**src/rtl/instr_sequencer_if.sv**
```systemverilog
// Bus bundle for instr_sequencer.
//   master : drives the sequencer controls (rdy, cycle strobes, PD, interrupt lines)
//            and observes IR / cycle / interrupt status.
//   slave  : the sequencer itself.
// With INSTR_TRACE_EN defined the bundle also carries sync and retired.
interface instr_sequencer_if #(
  parameter int CYCLE_W = 3,
  parameter int OP_W    = 8
);
  logic               rdy;
  logic               I_cycle;
  logic               R_cycle;
  logic               S_cycle;
  logic [OP_W-1:0]    PD;
  logic               nmi_n;
  logic               irq_n;
  logic               i_flag;
  logic [OP_W-1:0]    IR;
  logic [CYCLE_W-1:0] cycle;
  logic [CYCLE_W-1:0] next_cycle;
  logic               int_active;
  logic [1:0]         int_src;
  logic               nmi_ack;
`ifdef INSTR_TRACE_EN
  logic               sync;
  logic [15:0]        retired;
`endif

  modport master (
    output rdy, I_cycle, R_cycle, S_cycle, PD, nmi_n, irq_n, i_flag,
`ifdef INSTR_TRACE_EN
    input  sync, retired,
`endif
    input  IR, cycle, next_cycle, int_active, int_src, nmi_ack
  );

  modport slave (
    input  rdy, I_cycle, R_cycle, S_cycle, PD, nmi_n, irq_n, i_flag,
`ifdef INSTR_TRACE_EN
    output sync, retired,
`endif
    output IR, cycle, next_cycle, int_active, int_src, nmi_ack
  );
endinterface

```
**src/rtl/instr_sequencer.sv**
```systemverilog
// Instruction cycle counter and instruction register latch.
// Counts instruction cycles, latches the opcode from PD at the fetch boundary
// (rdy=1 and next_cycle == FETCH_CYCLE), injects BRK_OPCODE for the reset
// sequence, a pending NMI or an unmasked IRQ, and reports the source.
// Ports:
//   clk_ph1 : clock, all state on rising edge
//   rst     : synchronous reset, active low
//   bus     : instr_sequencer_if.slave (controls in, IR/cycle/status out)
// Optional: define INSTR_TRACE_EN to add bus.sync (pulse after each boundary)
// and bus.retired (16-bit count of boundaries taken in RUN).
module instr_sequencer #(
  parameter int              CYCLE_W     = 3,
  parameter int              OP_W        = 8,
  parameter int              FETCH_CYCLE = 1,
  parameter logic [OP_W-1:0] BRK_OPCODE  = '0
) (
  input  logic              clk_ph1,
  input  logic              rst,
  instr_sequencer_if.slave  bus
);
  typedef enum logic {RST_SEQ, RUN} state_e;

  localparam logic [CYCLE_W-1:0] FETCH = CYCLE_W'(FETCH_CYCLE);

  state_e             state_q, state_d;
  logic [CYCLE_W-1:0] cycle_q, cycle_d;
  logic [OP_W-1:0]    ir_q, ir_d;
  logic               act_q, act_d;
  logic [1:0]         src_q, src_d;
  logic               ack_q, ack_d;
  logic               pend_q, pend_d;
  logic               prev_q;
  logic               boundary, nmi_edge, take_nmi;

  // Cycle counter next value; rdy=0 freezes it.
  always_comb begin
    cycle_d = cycle_q;
    if (bus.rdy) begin
      if      (bus.R_cycle) cycle_d = '0;
      else if (bus.I_cycle) cycle_d = cycle_q + CYCLE_W'(1);
      else if (bus.S_cycle) cycle_d = cycle_q + CYCLE_W'(2);
    end
  end

  assign boundary = bus.rdy && (cycle_d == FETCH);
  // Edge detect runs every clock so a falling NMI is seen even while stalled.
  assign nmi_edge = prev_q & ~bus.nmi_n;

  // State register and all datapath registers.
  always_ff @(posedge clk_ph1) begin
    if (!rst) begin
      state_q <= RST_SEQ;
      cycle_q <= '1;
      ir_q    <= '0;
      act_q   <= 1'b0;
      src_q   <= 2'b00;
      ack_q   <= 1'b0;
      pend_q  <= 1'b0;
      prev_q  <= 1'b1;
    end else begin
      state_q <= state_d;
      cycle_q <= cycle_d;
      ir_q    <= ir_d;
      act_q   <= act_d;
      src_q   <= src_d;
      ack_q   <= ack_d;
      pend_q  <= pend_d;
      prev_q  <= bus.nmi_n;
    end
  end

  // Next state: the reset sequence lasts until its first boundary.
  always_comb begin
    state_d = state_q;
    if (state_q == RST_SEQ && boundary) state_d = RUN;
  end

  // Outputs: IR load / BRK injection at the boundary, otherwise hold.
  always_comb begin
    ir_d     = ir_q;
    act_d    = act_q;
    src_d    = src_q;
    take_nmi = 1'b0;
    if (boundary) begin
      if (state_q == RST_SEQ) begin
        // Pending NMI/IRQ deliberately left for the following boundary.
        ir_d  = BRK_OPCODE;
        act_d = 1'b1;
        src_d = 2'b11;
      end else if (pend_q) begin
        ir_d     = BRK_OPCODE;
        act_d    = 1'b1;
        src_d    = 2'b10;
        take_nmi = 1'b1;
      end else if (!bus.irq_n && !bus.i_flag) begin
        ir_d  = BRK_OPCODE;
        act_d = 1'b1;
        src_d = 2'b01;
      end else begin
        ir_d  = bus.PD;
        act_d = 1'b0;
        src_d = 2'b00;
      end
    end
    ack_d  = take_nmi;
    // A fresh edge in the acknowledge clock keeps the NMI pending.
    pend_d = nmi_edge | (pend_q & ~take_nmi);
  end

  assign bus.IR         = ir_q;
  assign bus.cycle      = cycle_q;
  assign bus.next_cycle = cycle_d;
  assign bus.int_active = act_q;
  assign bus.int_src    = src_q;
  assign bus.nmi_ack    = ack_q;

`ifdef INSTR_TRACE_EN
  logic        sync_q;
  logic [15:0] retired_q;

  always_ff @(posedge clk_ph1) begin
    if (!rst) begin
      sync_q    <= 1'b0;
      retired_q <= '0;
    end else begin
      sync_q <= boundary;
      if (boundary && state_q == RUN) retired_q <= retired_q + 16'd1;
    end
  end

  assign bus.sync    = sync_q;
  assign bus.retired = retired_q;
`endif
endmodule
```
**src/flat_wrapper.sv**
```systemverilog
// flat-port wrapper written by rule: the top's interface ports become plain ports
module instr_sequencer_flat 
#(
  parameter int              CYCLE_W     = 3,
  parameter int              OP_W        = 8,
  parameter int              FETCH_CYCLE = 1,
  parameter logic [OP_W-1:0] BRK_OPCODE  = '0
)
  (clk_ph1, rst, bus_rdy, bus_I_cycle, bus_R_cycle, bus_S_cycle, bus_PD, bus_nmi_n, bus_irq_n, bus_i_flag, bus_IR, bus_cycle, bus_next_cycle, bus_int_active, bus_int_src, bus_nmi_ack);
  instr_sequencer_if #(.CYCLE_W(CYCLE_W), .OP_W(OP_W)) bus_i ();
  input  logic clk_ph1;
  input  logic rst;
  input wire logic [$bits(bus_i.rdy)-1:0] bus_rdy;
  input wire logic [$bits(bus_i.I_cycle)-1:0] bus_I_cycle;
  input wire logic [$bits(bus_i.R_cycle)-1:0] bus_R_cycle;
  input wire logic [$bits(bus_i.S_cycle)-1:0] bus_S_cycle;
  input wire logic [$bits(bus_i.PD)-1:0] bus_PD;
  input wire logic [$bits(bus_i.nmi_n)-1:0] bus_nmi_n;
  input wire logic [$bits(bus_i.irq_n)-1:0] bus_irq_n;
  input wire logic [$bits(bus_i.i_flag)-1:0] bus_i_flag;
  output wire logic [$bits(bus_i.IR)-1:0] bus_IR;
  output wire logic [$bits(bus_i.cycle)-1:0] bus_cycle;
  output wire logic [$bits(bus_i.next_cycle)-1:0] bus_next_cycle;
  output wire logic [$bits(bus_i.int_active)-1:0] bus_int_active;
  output wire logic [$bits(bus_i.int_src)-1:0] bus_int_src;
  output wire logic [$bits(bus_i.nmi_ack)-1:0] bus_nmi_ack;
  assign bus_i.rdy = bus_rdy;
  assign bus_i.I_cycle = bus_I_cycle;
  assign bus_i.R_cycle = bus_R_cycle;
  assign bus_i.S_cycle = bus_S_cycle;
  assign bus_i.PD = bus_PD;
  assign bus_i.nmi_n = bus_nmi_n;
  assign bus_i.irq_n = bus_irq_n;
  assign bus_i.i_flag = bus_i_flag;
  assign bus_IR = bus_i.IR;
  assign bus_cycle = bus_i.cycle;
  assign bus_next_cycle = bus_i.next_cycle;
  assign bus_int_active = bus_i.int_active;
  assign bus_int_src = bus_i.int_src;
  assign bus_nmi_ack = bus_i.nmi_ack;
  instr_sequencer #(.CYCLE_W(CYCLE_W), .OP_W(OP_W), .FETCH_CYCLE(FETCH_CYCLE), .BRK_OPCODE(BRK_OPCODE)) u_core (.clk_ph1(clk_ph1), .rst(rst), .bus(bus_i));
endmodule
```
**config.mk**
```make
export PLATFORM = sky130hd
export DESIGN_NAME = instr_sequencer_flat
export DESIGN_NICKNAME = d
export VERILOG_FILES = /design/src/rtl/instr_sequencer_if.sv /design/src/rtl/instr_sequencer.sv /design/src/flat_wrapper.sv
export SDC_FILE = /design/constraint.sdc
export NUM_CORES = 1
export LEC_CHECK = 0
export ABC_AREA = 0
export BUFFER_PORTS_ARGS = -buffer_cell sky130_fd_sc_hd__clkbuf_2
export CAP_MARGIN = 10
export CORE_UTILIZATION = 45
export DETAILED_ROUTE_END_ITERATION = 6
export HOLD_SLACK_MARGIN = 0.12
export PLACE_DENSITY = 0.77
export SYNTH_ARGS = -nofsm -noshare
export SYNTH_HDL_FRONTEND = slang
export SYNTH_SLANG_ARGS = --single-unit
```
**constraint.sdc**
```tcl
create_clock -name clk_ph1 -period 2.3 [get_ports clk_ph1]
set_clock_uncertainty 0.1 [all_clocks]
set_input_delay 0.46 -clock clk_ph1 [delete_from_list [all_inputs] [get_ports clk_ph1]]
set_output_delay 0.46 -clock clk_ph1 [all_outputs]
set_load 0.005 [all_outputs]
```
# Word-level counts from Yosys, hierarchy flattened
# Cells that the tools add are included.
# word_totals
latch_bits,0
out_inout_bits,18
ramBits,0
mem_bits_ro,0
input_bits,17
ff_bits,18
word_cells,38
mem_count,0
# classes
addsub,2
n_mux,16
n_mul,0
div,0
n_lt_le_gt_ge,0
n_eq_ne,1
n_reduce_logical,5
shift,0
bitwise_logic,6
# ops
op,count
2-to-1 mux 8 bit,3
2-to-1 mux 3 bit,4
2-to-1 mux 1 bit,7
2-to-1 mux 2 bit,2
"adder 3 x 1 -> 3 bit, second input constant",1
"adder 3 x 2 -> 3 bit, second input constant",1
"== test 3 x 1 -> 1 bit, second input constant",1
logical AND 1 bit,3
inverter 1 bit,3
bitwise AND 1 bit,2
zero test 1 bit,2
bitwise OR 1 bit,1

# Logic depth before layout (Yosys ltp)
# depth
ltp_word,11
ltp_mapped,7
depth_no_buf,7

# Least setup slack after synthesis
# Ideal clock, no wire load.
# synth_timing
kind,register to output
startpoint,"register u_core.cycle_q[0], in the netlist u_core.bus.cycle[0]"
endpoint,output port bus_next_cycle[1]
n_path_buf,0
t_arrival_ps,1269
path_stages_with_launch,6
setup_slack_ps,471
cell_sequence,dfxtp_1 ha_1 a21boi_1 a311oi_2 nor2_2 inv_2
# synth_via
elab_chain_cells,5
word_cells_on_any_way,6
cone_classes,add/sub: 2; mux: 4
# synth_lines
item,line_no,text
from (decl),instr_sequencer.sv:26,"logic [CYCLE_W-1:0] cycle_q, cycle_d;"
from (signal assigned),instr_sequencer.sv:62,cycle_q <= cycle_d;
adder 3 x 2 -> 3 bit,instr_sequencer.sv:41,else if (bus.S_cycle) cycle_d = cycle_q + CYCLE_W'(2);
2-to-1 mux 3 bit,instr_sequencer.sv:41,
2-to-1 mux 3 bit *,instr_sequencer.sv:40,else if (bus.I_cycle) cycle_d = cycle_q + CYCLE_W'(1);
2-to-1 mux 3 bit *,instr_sequencer.sv:39,if (bus.R_cycle) cycle_d = '0;
2-to-1 mux 3 bit *,instr_sequencer.sv:38,if (bus.rdy) begin
to (decl),flat_wrapper.sv:23,output wire logic [$bits(bus_i.next_cycle)-1:0] bus_next_cycle;
# Every way passes the cells marked *; elsewhere a longest branch is shown, timed or not.

# Worst setup path after layout
# Ends and elaborated chain as after synthesis.

==> impl_metrics.tcl <==
set metrics [dict create \
    yosys.area.top_type "dfxtp_1" \
    worst_pin_slew_ns 0.4754 \
    final_nets 135 \
    cts_tree "built" \
    hpwl_mm 1.270 \
    ys_types 34 \
    slowest_stage "dfxtp_2" \
    io_pins 35 \
    port_buffers 34 \
    hold_violations 0 \
    crit_arrival_ns 1.64 \
    core_mm2 0.001577 \
    fillers 145 \
    clockBufferDepth 2 \
    crit_fanout 6 \
    grt_pass1_wl_mm 2.766 \
    leakagePower_uw 0.0004685 \
    path_delay_family "compound AO/OA/AOI/OAI gates" \
    power_uw 627.7 \
    drt_first_pass_iters 6 \
    ys_top_cells_by_area "dfxtp_1 (46%), a22o_1 (8.9%), nor4b_4 (3.0%)" \
    relSlewSlack 0.6797 \
    cts_buffers 3 \
    cts.sinks 18 \
    rows 14 \
    wl_per_cell_um 12.48 \
    crit_required_ns 1.74 \
    critPathKind "reg -> out" \
    setup_viol 0 \
    end_kind "output port" \
    cap_violations 0 \
    avgSynthCellArea_um2 10.27 \
    cp.buffers_inverters 2 \
    root_buffer "clkbuf_4" \
    yosysTopAreaCellShare 0.4557 \
    ys_ff_latch 18 \
    r2r_slack_ns 0.36 \
    cts_hold_buf 0 \
    synth_seq_area_share 0.4557 \
    die_x_um 43.92 \
    slowest_delay_ns 0.36 \
    drt_wl_total_mm 1.648 \
    path_cells "ha_1 > a21boi_1 > a311oi_2 > nor2_4 > inv_2 > clkbuf_2" \
    area_delta_synth_final_pct 30.54 \
    drc 0 \
    ir_worst_vdd_v 0.0004640 \
    yosysWarningCount 0 \
    synth_area_um2 790.8 \
    startpoint_type "flop" \
    gp_congestion 0.7879 \
    rsz0062_at_grt "false" \
    via_count 715 \
    vias_per_cell 5.417 \
    drv_slew 0 \
    synth_edf_count 0 \
    period_share 0.9552 \
    antenna_found_initial 0 \
    final.min_clock_period_ns 2.197 \
    grt_max_degree 11 \
    clock_latency_ns 0.29 \
    p_per_area_mw_per_mm2 608.1 \
    ys.flop_type "dfxtp_1" \
    htree_num_levels 1 \
    clk_pin_slew_ns 0.10 \
    async_flop_share 0 \
    antenna_left 0 \
    drive_gt1_frac 0.4483 \
    synthCells 77 \
    grt_pass1_vias 667 \
    clock.fmax_mhz 455.2 \
    drt_iter0_drc 12 \
    hold_path_class "in -> reg" \
    synth_nets 95 \
    grt_util_all_layers 0.1926 \
    status "completed" \
    n_antenna_cell 0 \
    die_area_mm2 0.001929 \
    setup_tns_ns 0 \
    initial_core_util 0.5016 \
    grt_overflow 0 \
    die_y_um 43.92 \
]
==> layout make-up <==
class / count / area [um^2] / share of cell area
timing repair buffer: 35 / 177.7 / 0.1721
clock buffer: 4 / 36.28 / 0.03515
multi-input combinational: 54 / 416.7 / 0.4036
inverter: 5 / 18.77 / 0.01818
tap: 16 / 20.02 / 0.01939
sequential: 18 / 362.8 / 0.3515
==> Yosys cell counts (all sizes together), types with 2 or more instances <==
library cell   n
o21a           3
nand2          3
a22o           8
a311oi         2
nor2           4
nand2b         3
and2           2
or2            2
dfxtp         18
nor3           3
a21oi          5
o21ai          4
inv            5
nor2b          2
==> what timing repair did <==
action	in CTS	in global routing
resized for setup	1	2
setup endpoints to repair	1	1
buffers inserted	1	0
pin swaps	1	0
==> kinds of logic (layout without fill, tap and decap cells) <==
logic type,Yosys count,after routing,synth area share
XOR/XNOR,1,1,0.01108
AND/OR/NAND/NOR,24,24,0.2136
buffers and inverters,5,44,0.02372
adder cells (fa/ha/maj),1,1,0.01582
AO/OA/AOI/OAI,28,28,0.2801
flip-flops,18,18,0.4557
==> per-stage QoR <==
stage          setup slack [ns]  cell area (um^2)  instances    util  hold slack [ns]
3_3_place_gp             0.2806             980.9        127  0.6222           0.3417
6_report                 0.1030              1032        132  0.6548           0.2579
2_1_floorplan            0.4711             790.8         77       -           0.3307
5_1_grt                 0.02596              1032        132  0.6548           0.2617
3_5_place_dp             0.2516             980.9        127  0.6222           0.3550
4_1_cts                 0.06819              1030        132  0.6532           0.2526
==> metal layers <==
metal  track usage  wire length (um)
met5             0                 0
met4       0.09091                27
met3       0.02500                80
met2        0.3313               807
met1        0.2371               733
==> path summary, 6_finish.rpt <==
check	start	end	cells past startpoint
worst min register to register	u_core.prev_q$_SDFF_PN1_	u_core.pend_q$_SDFF_PN0_	2
worst max register to register	u_core.bus.cycle[0]$_SDFF_PN1_	u_core.bus.IR[2]$_SDFFE_PN0P_	6
worst min-delay path	bus_nmi_n	u_core.prev_q$_SDFF_PN1_	2
worst max-delay path	u_core.bus.cycle[0]$_SDFF_PN1_	bus_next_cycle[1]	6
==> where the power goes <==
part / switching [uW] / internal, uW
registers: 9.13 / 321
clock network: 100 / 96.5
logic: 52.7 / 47.6
total: 162 / 465
==> worst reg2reg max path, delay by kind of cell, from the launching register on <==
family,cells,cell delay (ns)
adders and majority gates,1,0.30
buffers and inverters,1,0.17
and+or+nand+nor,1,0.48
AOI/OAI and AO/OA,3,0.48
DFF,1,0.36
==> state kept, by name, summed over array words and instances (netlist names) <==
register and flops:
u_core.state_q 1, u_core.bus.cycle 3, u_core.bus.IR 8, u_core.bus.int_src 2, u_core.pend_q 1, u_core.prev_q 1
u_core.bus.nmi_ack 1, u_core.bus.int_active 1
==> layout by cell type (no fill, tap or decap), drive strengths merged, types with 2 or more instances in the layout <==
cell type	count
a21oi	5
a22o	8
a311oi	2
and2	2
clkbuf	38
dfxtp	18
inv	5
nand2	3
nand2b	3
nor2	4
nor2b	2
nor3	3
o21a	3
o21ai	4
or2	2
(Power assumes the default switching activity.)
